$ cat config.mk
export PLATFORM = sky130hd
export DESIGN_NAME = cache_mem_arbiter
export DESIGN_NICKNAME = d
export VERILOG_FILES = /design/src/rtl/mem_bus_pkg.sv /design/src/rtl/arb_rr_picker.sv /design/src/rtl/cache_mem_arbiter.sv
export SDC_FILE = /design/constraint.sdc
export NUM_CORES = 1
export LEC_CHECK = 0
export CAP_MARGIN = 20
export CORE_AREA = 2 2 155 157
export CTS_BUF_LIST = sky130_fd_sc_hd__clkbuf_8
export DETAILED_ROUTE_END_ITERATION = 10
export DIE_AREA = 0 0 157 159
export PLACE_DENSITY = 0.67
export SYNTH_ARGS = -nofsm -noshare
export SYNTH_HDL_FRONTEND = slang
export SYNTH_HIERARCHICAL = 1
export SYNTH_SLANG_ARGS = --single-unit
$ cat constraint.sdc
create_clock -name clk -period 5.91 [get_ports clk]
set_input_delay 0.8865 -clock clk [delete_from_list [all_inputs] [get_ports clk]]
set_output_delay 0.8865 -clock clk [all_outputs]
set_load 0.03 [all_outputs]
$ cat src/rtl/mem_bus_pkg.sv
// Shared definitions for the L1-to-memory bus arbiter: FSM states, client indices,
// tag read bit and line length.
package mem_bus_pkg;

  typedef enum logic [2:0] {
    IDLE,
    REQ,
    RD_BEATS,
    WR_BEATS,
    DONE
  } arb_state_t;

  localparam int ICACHE         = 0;
  localparam int DCACHE         = 1;
  localparam int TAG_READ_BIT   = 12;
  localparam int BEATS_PER_LINE = 8;

endpackage

$ cat src/rtl/arb_rr_picker.sv
// Combinational 2-way grant. Round-robin on ties by default; with ARB_DCACHE_PRIORITY_EN
// defined the dcache wins every tie and rr_last is ignored.
module arb_rr_picker
  import mem_bus_pkg::*;
(
  input  logic [1:0] reqcyc,
  input  logic       rr_last,
  output logic       grant
);

`ifdef ARB_DCACHE_PRIORITY_EN
  logic unused_rr_last;
  assign unused_rr_last = rr_last;

  always_comb begin
    grant = reqcyc[DCACHE] ? 1'(DCACHE) : 1'(ICACHE);
  end
`else
  // On a tie the client that did not own the bus last time wins.
  always_comb begin
    if (reqcyc[ICACHE] && reqcyc[DCACHE]) grant = ~rr_last;
    else                                   grant = reqcyc[DCACHE] ? 1'(DCACHE) : 1'(ICACHE);
  end
`endif

endmodule

$ cat src/rtl/cache_mem_arbiter.sv
// Arbitrates icache/dcache 8-beat line fills and writebacks onto one memory bus.
// Optional build macro: ARB_DCACHE_PRIORITY_EN (fixed dcache priority instead of round-robin).
module cache_mem_arbiter
  import mem_bus_pkg::*;
#(
  parameter int WORDSIZE = 64,
  parameter int TAGWIDTH = TAG_READ_BIT + 1,
  parameter int BEATS    = BEATS_PER_LINE
) (
  input  logic                clk,
  input  logic                reset,
  input  logic [1:0]          c_reqcyc,
  input  logic [WORDSIZE-1:0] c_req [2],
  input  logic [TAGWIDTH-1:0] c_reqtag [2],
  output logic [1:0]          c_reqack,
  output logic [1:0]          c_respcyc,
  output logic [WORDSIZE-1:0] c_resp,
  output logic [TAGWIDTH-1:0] c_resptag,
  input  logic [1:0]          c_respack,
  output logic                m_reqcyc,
  output logic [WORDSIZE-1:0] m_req,
  output logic [TAGWIDTH-1:0] m_reqtag,
  input  logic                m_reqack,
  input  logic                m_respcyc,
  input  logic [WORDSIZE-1:0] m_resp,
  input  logic [TAGWIDTH-1:0] m_resptag,
  output logic                m_respack
);

  localparam int BEAT_W   = $clog2(BEATS) + 1;
  localparam int READ_BIT = TAGWIDTH - 1;
  localparam logic [BEAT_W-1:0] LAST_BEAT = BEAT_W'(BEATS - 1);

  arb_state_t          state_q, state_d;
  logic                owner_q, owner_d;
  logic                rr_last_q, rr_last_d;
  logic [BEAT_W-1:0]   beat_q, beat_d;
  logic                grant;

  logic [1:0]          c_reqack_d, c_respcyc_d;
  logic [WORDSIZE-1:0] c_resp_d, m_req_d;
  logic [TAGWIDTH-1:0] c_resptag_d, m_reqtag_d;
  logic                m_reqcyc_d, m_respack_d;

  arb_rr_picker u_picker (
    .reqcyc  (c_reqcyc),
    .rr_last (rr_last_q),
    .grant   (grant)
  );

  always_comb begin
    state_d     = state_q;
    owner_d     = owner_q;
    rr_last_d   = rr_last_q;
    beat_d      = beat_q;
    m_reqcyc_d  = m_reqcyc;
    m_req_d     = m_req;
    m_reqtag_d  = m_reqtag;
    c_reqack_d  = '0;
    c_respcyc_d = c_respcyc;
    c_resp_d    = c_resp;
    c_resptag_d = c_resptag;
    m_respack_d = 1'b0;

    unique case (state_q)
      IDLE: begin
        if (|c_reqcyc) begin
          owner_d    = grant;
          m_req_d    = c_req[grant];
          m_reqtag_d = c_reqtag[grant];
          m_reqcyc_d = 1'b1;
          state_d    = REQ;
        end
      end
      REQ: begin
        if (m_reqack) begin
          m_reqcyc_d          = 1'b0;
          c_reqack_d[owner_q] = 1'b1;
          beat_d              = '0;
          state_d             = m_reqtag[READ_BIT] ? RD_BEATS : WR_BEATS;
        end
      end
      RD_BEATS: begin
        // The m_respack guard stops the beat just acked from being captured twice.
        if (c_respcyc[owner_q]) begin
          if (c_respack[owner_q]) begin
            c_respcyc_d = '0;
            m_respack_d = 1'b1;
            beat_d      = beat_q + BEAT_W'(1);
            if (beat_q == LAST_BEAT) state_d = DONE;
          end
        end else if (m_respcyc && !m_respack) begin
          c_resp_d             = m_resp;
          c_resptag_d          = m_resptag;
          c_respcyc_d[owner_q] = 1'b1;
        end
      end
      WR_BEATS: begin
        // A beat is only latched once the client has seen the previous ack pulse.
        if (m_reqcyc) begin
          if (m_reqack) begin
            m_reqcyc_d          = 1'b0;
            c_reqack_d[owner_q] = 1'b1;
            beat_d              = beat_q + BEAT_W'(1);
            if (beat_q == LAST_BEAT) state_d = DONE;
          end else if (!c_reqcyc[owner_q]) begin
            m_reqcyc_d = 1'b0;
          end
        end else if (c_reqcyc[owner_q] && !c_reqack[owner_q]) begin
          m_reqcyc_d = 1'b1;
          m_req_d    = c_req[owner_q];
          m_reqtag_d = c_reqtag[owner_q];
        end
      end
      DONE: begin
        m_reqcyc_d  = 1'b0;
        c_respcyc_d = '0;
        rr_last_d   = owner_q;
        state_d     = IDLE;
      end
      default: state_d = IDLE;
    endcase
  end

  always_ff @(posedge clk or posedge reset) begin
    if (reset) begin
      state_q   <= IDLE;
      owner_q   <= 1'b0;
      rr_last_q <= 1'b1;
      beat_q    <= '0;
      m_reqcyc  <= 1'b0;
      m_req     <= '0;
      m_reqtag  <= '0;
      c_reqack  <= '0;
      c_respcyc <= '0;
      c_resp    <= '0;
      c_resptag <= '0;
      m_respack <= 1'b0;
    end else begin
      state_q   <= state_d;
      owner_q   <= owner_d;
      rr_last_q <= rr_last_d;
      beat_q    <= beat_d;
      m_reqcyc  <= m_reqcyc_d;
      m_req     <= m_req_d;
      m_reqtag  <= m_reqtag_d;
      c_reqack  <= c_reqack_d;
      c_respcyc <= c_respcyc_d;
      c_resp    <= c_resp_d;
      c_resptag <= c_resptag_d;
      m_respack <= m_respack_d;
    end
  end

endmodule

==> After elaboration in Yosys (flattened, before gate mapping) <==
Index checks and enable logic that the tools add are counted.
{ "word_totals": {"word_cells": 120, "regBits": 169} }
{ "op_classes": {"bitwise": 5, "n_mux": 64, "add_sub_neg": 1, "n_reduce_logical": 19, "order_cmp": 4, "eq_ne": 15} }
{ "ops": {"columns": ["op", "n"], "rows": [
  ["64-bit two-way mux", 9],
  ["64-bit one-hot mux with 2 select lines", 1],
  ["13-bit two-way mux", 9],
  ["13-bit one-hot mux with 2 select lines", 1],
  ["1-bit two-way mux", 21],
  ["3-bit two-way mux", 7],
  ["4-bit two-way mux", 5],
  ["2-bit inequality test (second input constant)", 8],
  ["3-bit one-hot mux with 4 select lines", 1],
  ["4-bit one-hot mux with 3 select lines", 1],
  ["6-bit AND reduction", 2],
  ["2-bit two-way mux", 5],
  ["3-bit AND reduction", 3],
  ["2-bit one-hot mux with 2 select lines", 2],
  ["3-bit by 2-bit equality test with 1-bit output (second input constant)", 2],
  ["3-bit inequality test (second input constant)", 2],
  ["4-bit by 1-bit adder with 4-bit output (second input constant)", 1],
  ["4-bit by 3-bit equality test with 1-bit output (second input constant)", 1],
  ["2-bit >= comparator (second input constant)", 2],
  ["1-bit logical AND", 4],
  ["1-bit inverter with 2-bit output", 2],
  ["1-bit one-hot mux with 4 select lines", 1],
  ["4-bit AND reduction", 1],
  ["2-bit nonzero test", 2],
  ["other kinds (13)", 15]
]} }

==> Logic depth before layout (Yosys ltp) <==
{ "depth": {"word_depth": 8, "mapped_depth": 9, "mapped_depth_nobuf": 5} }

==> Cells and area by module <==
The synthesis kept the hierarchy.
{ "by_module_without_submodules": {"columns": ["module", "seq_area_each_um2", "area_each_um2", "instances", "cells_per_inst"], "rows": [
  ["cache_mem_arbiter", 4230.3, 7225.7, 1, 592],
  ["arb_rr_picker", 0.0, 11.3, 1, 1]
]} }

==> Worst setup path after synthesis <==
OpenSTA, ideal clock, no wires.
{ "synth_path": {"kind": "input to register", "startpoint": "input port c_reqcyc[0]", "endpoint": "register m_req[0]", "setup_slack_ns": 3.597, "path_buffers": 3, "setup_ns": 0.133, "stages": 8, "arrival_time_ns": 2.180, "required_time_ns": 5.777, "cell_sequence": "or3b_1 a211oi_1 o21ai_0 buf_2 buf_2 clkbuf_1 nand2_1 o21ai_0"} }
{ "synth_between": {"elab_chain_cells": 8, "word_cells_on_any_way": 15} }
{ "synth_lines": {"columns": ["item", "line_no", "source"], "rows": [
  ["start, declared", "cache_mem_arbiter.sv:12", "input logic [1:0] c_reqcyc,"],
  ["1-bit logical AND", "arb_rr_picker.sv:21", "if (reqcyc[ICACHE] && reqcyc[DCACHE]) grant = ~rr_last;"],
  ["1-bit two-way mux", "arb_rr_picker.sv:21", null],
  ["1-bit inverter with 2-bit output (implied by the code)", "cache_mem_arbiter.sv:69", "m_req_d = c_req[grant];"],
  ["64-bit two-way mux (implied by the code) (3 in series)", "cache_mem_arbiter.sv:69", null],
  ["64-bit two-way mux", "cache_mem_arbiter.sv:67", "if (|c_reqcyc) begin"],
  ["64-bit one-hot mux with 2 select lines", "cache_mem_arbiter.sv:65", "unique case (state_q)"],
  ["end signal, assigned", "cache_mem_arbiter.sv:145", "m_req <= m_req_d;"],
  ["end, declared", "cache_mem_arbiter.sv:21", "output logic [WORDSIZE-1:0] m_req,"]
]} }
Several ways; a longest one is shown, not always the timed one. The select of a mux whose other input is x is not followed.
A chain may end at the register's enable or synchronous reset.

==> Worst setup path after layout <==
{ "layout_path": {"startpoint": "input port c_reqcyc[0]", "endpoint": "register m_req[26]"} }
Same word-level chain as after synthesis.

==> impl_metrics.py <==
metrics = {
    "setup_path": {
        "crit_type": "in2reg",
        "cp-start-kind": "input port",
        "endpoint_kind": "flop",
        "cp.arrival_ns": 2.98,
        "path_max_fanout": 99,
        "reg2regPathDepth": 6,
        "worst_ep_required_time_ns": 6.21,
    },
    "route": {
        "top_layer": "met5",
        "m1WireLength_um": 8512,
        "ant_nets": 0,
        "detail_route.wl_per_cell_um": 16.00,
        "drt-initial-drc-count": 281,
        "wl_met3_um": 1889,
        "drc": 0,
        "wl_met2_um": 10300,
        "vias": 5819,
        "drt-total-wl_um": 20980,
        "dr.pass1.iters": 5,
        "viasPerCell": 4.439,
    },
    "synthesis": {
        "syn_inst": 593,
        "netlist_area_um2": 7237,
        "yosysWarnings": 6,
        "yosysSeqAreaShare": 0.5845,
        "ys_ff_latch": 169,
        "synth_cell_types": 40,
        "synth_area_per_cell_um2": 12.20,
        "synth.net_count": 833,
    },
    "sta": {
        "period_share": 0.4539,
        "rsz0062_at_grt": "false",
        "relSlewSlack": 0.3422,
        "timing.final.max_slew_violations": 0,
        "clock-skew-final_ns": 0.01302,
        "fmax_mhz": 372.8,
        "hold_viol_final": 0,
        "tns_ns": 0,
        "tightest_slew_ns": 0.9867,
        "finalSetupViolCount": 0,
        "period_minus_slack_ns": 2.682,
    },
    "placement": {
        "dp_hpwl_um": 15900,
        "placed_area_um2": 11520,
        "globalplace.congestion": 0.7468,
        "io_buffers": 398,
    },
    "clocking": {
        "clk_latency_ns": 0.45,
        "ctsHoldBuffers": 0,
        "clockBufferDepth": 2,
        "postCtsResizedCells": 0,
        "htree_levels": 4,
        "postCtsSetupRepairBufs": 0,
        "cts_tree": "built",
        "clockRootBuffer": "clkbuf_8",
        "clkTransAtPathRegs_ns": 0.10,
        "cts-buffers-inserted": 17,
        "clock_sinks": 169,
    },
    "floorplan": {
        "num_rows": 56,
        "initial_core_util": 0.3120,
        "die-area_um2": 24960,
        "io_pins": 399,
        "core_area_um2": 23190,
        "die_w_um": 157,
        "die_h_um": 159,
    },
    "pwr": {
        "vdd.ir_drop.worst_mv": 0.3447,
        "p_leak_uw": 0.005204,
        "power_density_nw_per_um2": 558.0,
        "power_uw": 6638,
    },
    "finish": {
        "final_area_um2": 11900,
        "synthToLayoutAreaGrowth_pct": 64.38,
        "final_net_count": 1220,
        "n_antenna_cell": 0,
        "drive_above_1_share": 0.1270,
    },
    "global_route": {
        "grt_max_degree": 100,
        "grt_usage": 0.1656,
        "antenna_found_initial": 1,
        "grt_pass1_wl_um": 32110,
        "grt-ovfl-total": 0,
        "grt_pass1_vias": 5854,
    },
    "worst_hold_path": {
        "holdPathStages": 2,
        "hp-class": "reg2reg",
    },
    "job": {
        "drv_cap": 0,
    },
    "outcome": {
        "status": "finished clean",
    },
}
## worst paths after layout
path | start | to | slack [ns]
setup / recovery | c_reqcyc[0] | m_req[26] | 3.23
hold / removal | m_req[38] | m_req[38] | 0.48
setup reg to reg | state_q[0] | m_req[54] | 3.48
hold reg to reg | m_req[38] | m_req[38] | 0.48
max in group asynchronous | reset | m_req[31] | 3.81
min in group asynchronous | reset | c_resptag[5] | 0.93
## cell type report
type	count	area, um^2
Multi-Input combinational cell	382	2826
Tap cell	319	399.1
Clock inverter	13	132.6
Inverter	5	23.77
Fill cell	2074	11300
Sequential cell	169	4230
Clock buffer	18	247.7
Timing Repair Buffer	405	4036
## registers in the layout (all words and copies together) (netlist names)
signal and count:
rr_last_q 1, beat_q 4, owner_q 1, c_resptag 13, c_reqack 2, c_resp 64, m_reqcyc 1, m_reqtag 13
m_req 64, c_respcyc 2, m_respack 1, state_q 3
## through the flow
| step | instances | util | worst slack, ns | hold slack [ns] |
|---|---|---|---|---|
| 6_report | 1311 | 0.5129 | 3.228 | 0.4808 |
| 4_1_cts | 1311 | 0.5129 | 3.257 | 0.4883 |
| 5_1_grt | 1311 | 0.5129 | 3.089 | 0.5122 |
| 3_5_place_dp | 1280 | 0.4965 | 2.762 | 0.4691 |
| 3_3_place_gp | 1280 | 0.4965 | 2.877 | 0.4613 |
| 2_1_floorplan | 593 | - | 0.4501 | 0.4772 |
## layout by cell type (no fill, tap or decap), types with 2 or more instances in the layout
cell type / Yosys / routed
o21ai_1: 4 / 4
a21o_1: 3 / 3
nor2b_1: 3 / 3
buf_4: 3 / 7
o21ai_0: 81 / 80
nand3b_1: 2 / 2
clkbuf_8: 0 / 18
mux2i_1: 81 / 81
inv_6: 0 / 6
inv_8: 0 / 2
inv_1: 5 / 4
nand2b_1: 4 / 4
clkinvlp_4: 0 / 3
nor3_1: 2 / 2
dfrtp_1: 168 / 168
nor2_1: 7 / 7
mux2_2: 78 / 78
nand3_1: 6 / 6
nand2_1: 85 / 85
clkdlybuf4s50_1: 0 / 398
o31a_1: 2 / 2
a21oi_1: 5 / 5
## worst max-delay path, cell delays in order
cell	delay, ns
clkdlybuf4s50_1	0.53
or3b_1	0.38
a211oi_1	0.40
o21ai_4	0.08
buf_4	0.37
nand2_1	0.17
o21ai_0	0.11
## cell usage after synthesis
master,count,area (um^2)
inv_1,5,18.77
nor3_1,2,10.01
nor4_1,1,6.260
dfrtp_1,168,4204
mux2i_2,1,13.76
dfstp_2,1,26.28
buf_6,2,22.52
a21boi_0,1,7.510
o211ai_1,1,7.510
nand4_1,1,6.260
or3b_1,1,8.760
nand3_1,6,30.03
nor3b_1,1,7.510
or4b_4,1,13.76
o21ai_1,4,20.02
nor4b_2,1,15.01
and2_1,1,6.260
clkbuf_1,19,71.32
mux2_2,78,878.3
nor2b_1,3,18.77
o31a_1,2,17.52
nand2_1,85,319.1
buf_4,3,22.52
mux2i_1,81,810.8
buf_2,13,65.06
ha_1,1,12.51
a21oi_1,5,25.02
a22o_1,1,8.760
or3b_2,1,8.760
o21bai_2,1,11.26
a31oi_1,1,6.260
a211oi_1,1,7.510
a2111oi_2,1,15.01
a21boi_2,1,11.26
nand3b_1,2,15.01
and3b_1,1,8.760
a21o_1,3,22.52
nor2_1,7,26.28
o21ai_0,81,405.4
nand2b_1,4,25.02
## kinds of logic after synthesis
family	share of synthesized area
AOI/OAI and AO/OA	0.07815
adders and majority gates	0.001729
buffers and inverters	0.02766
DFF	0.5845
muxes	0.2353
and+or+nand+nor	0.07262
## where the power goes
group	internal (uW)	switching, uW	total, uW	leakage, uW
combinational	1630	2130	3760	0.00292
sequential	1740	334	2080	0.00209
clock	354	453	807	0.000187
total	3720	2920	6640	0.00520
## metal layers
layer  vias up  global-route usage
met2       277              0.2817
li1       2838                   -
met1      2685              0.2001
met5         -                   0
met4         2             0.04212
met3        17             0.05661
No activity file was read; power rests on OpenSTA's default activity.
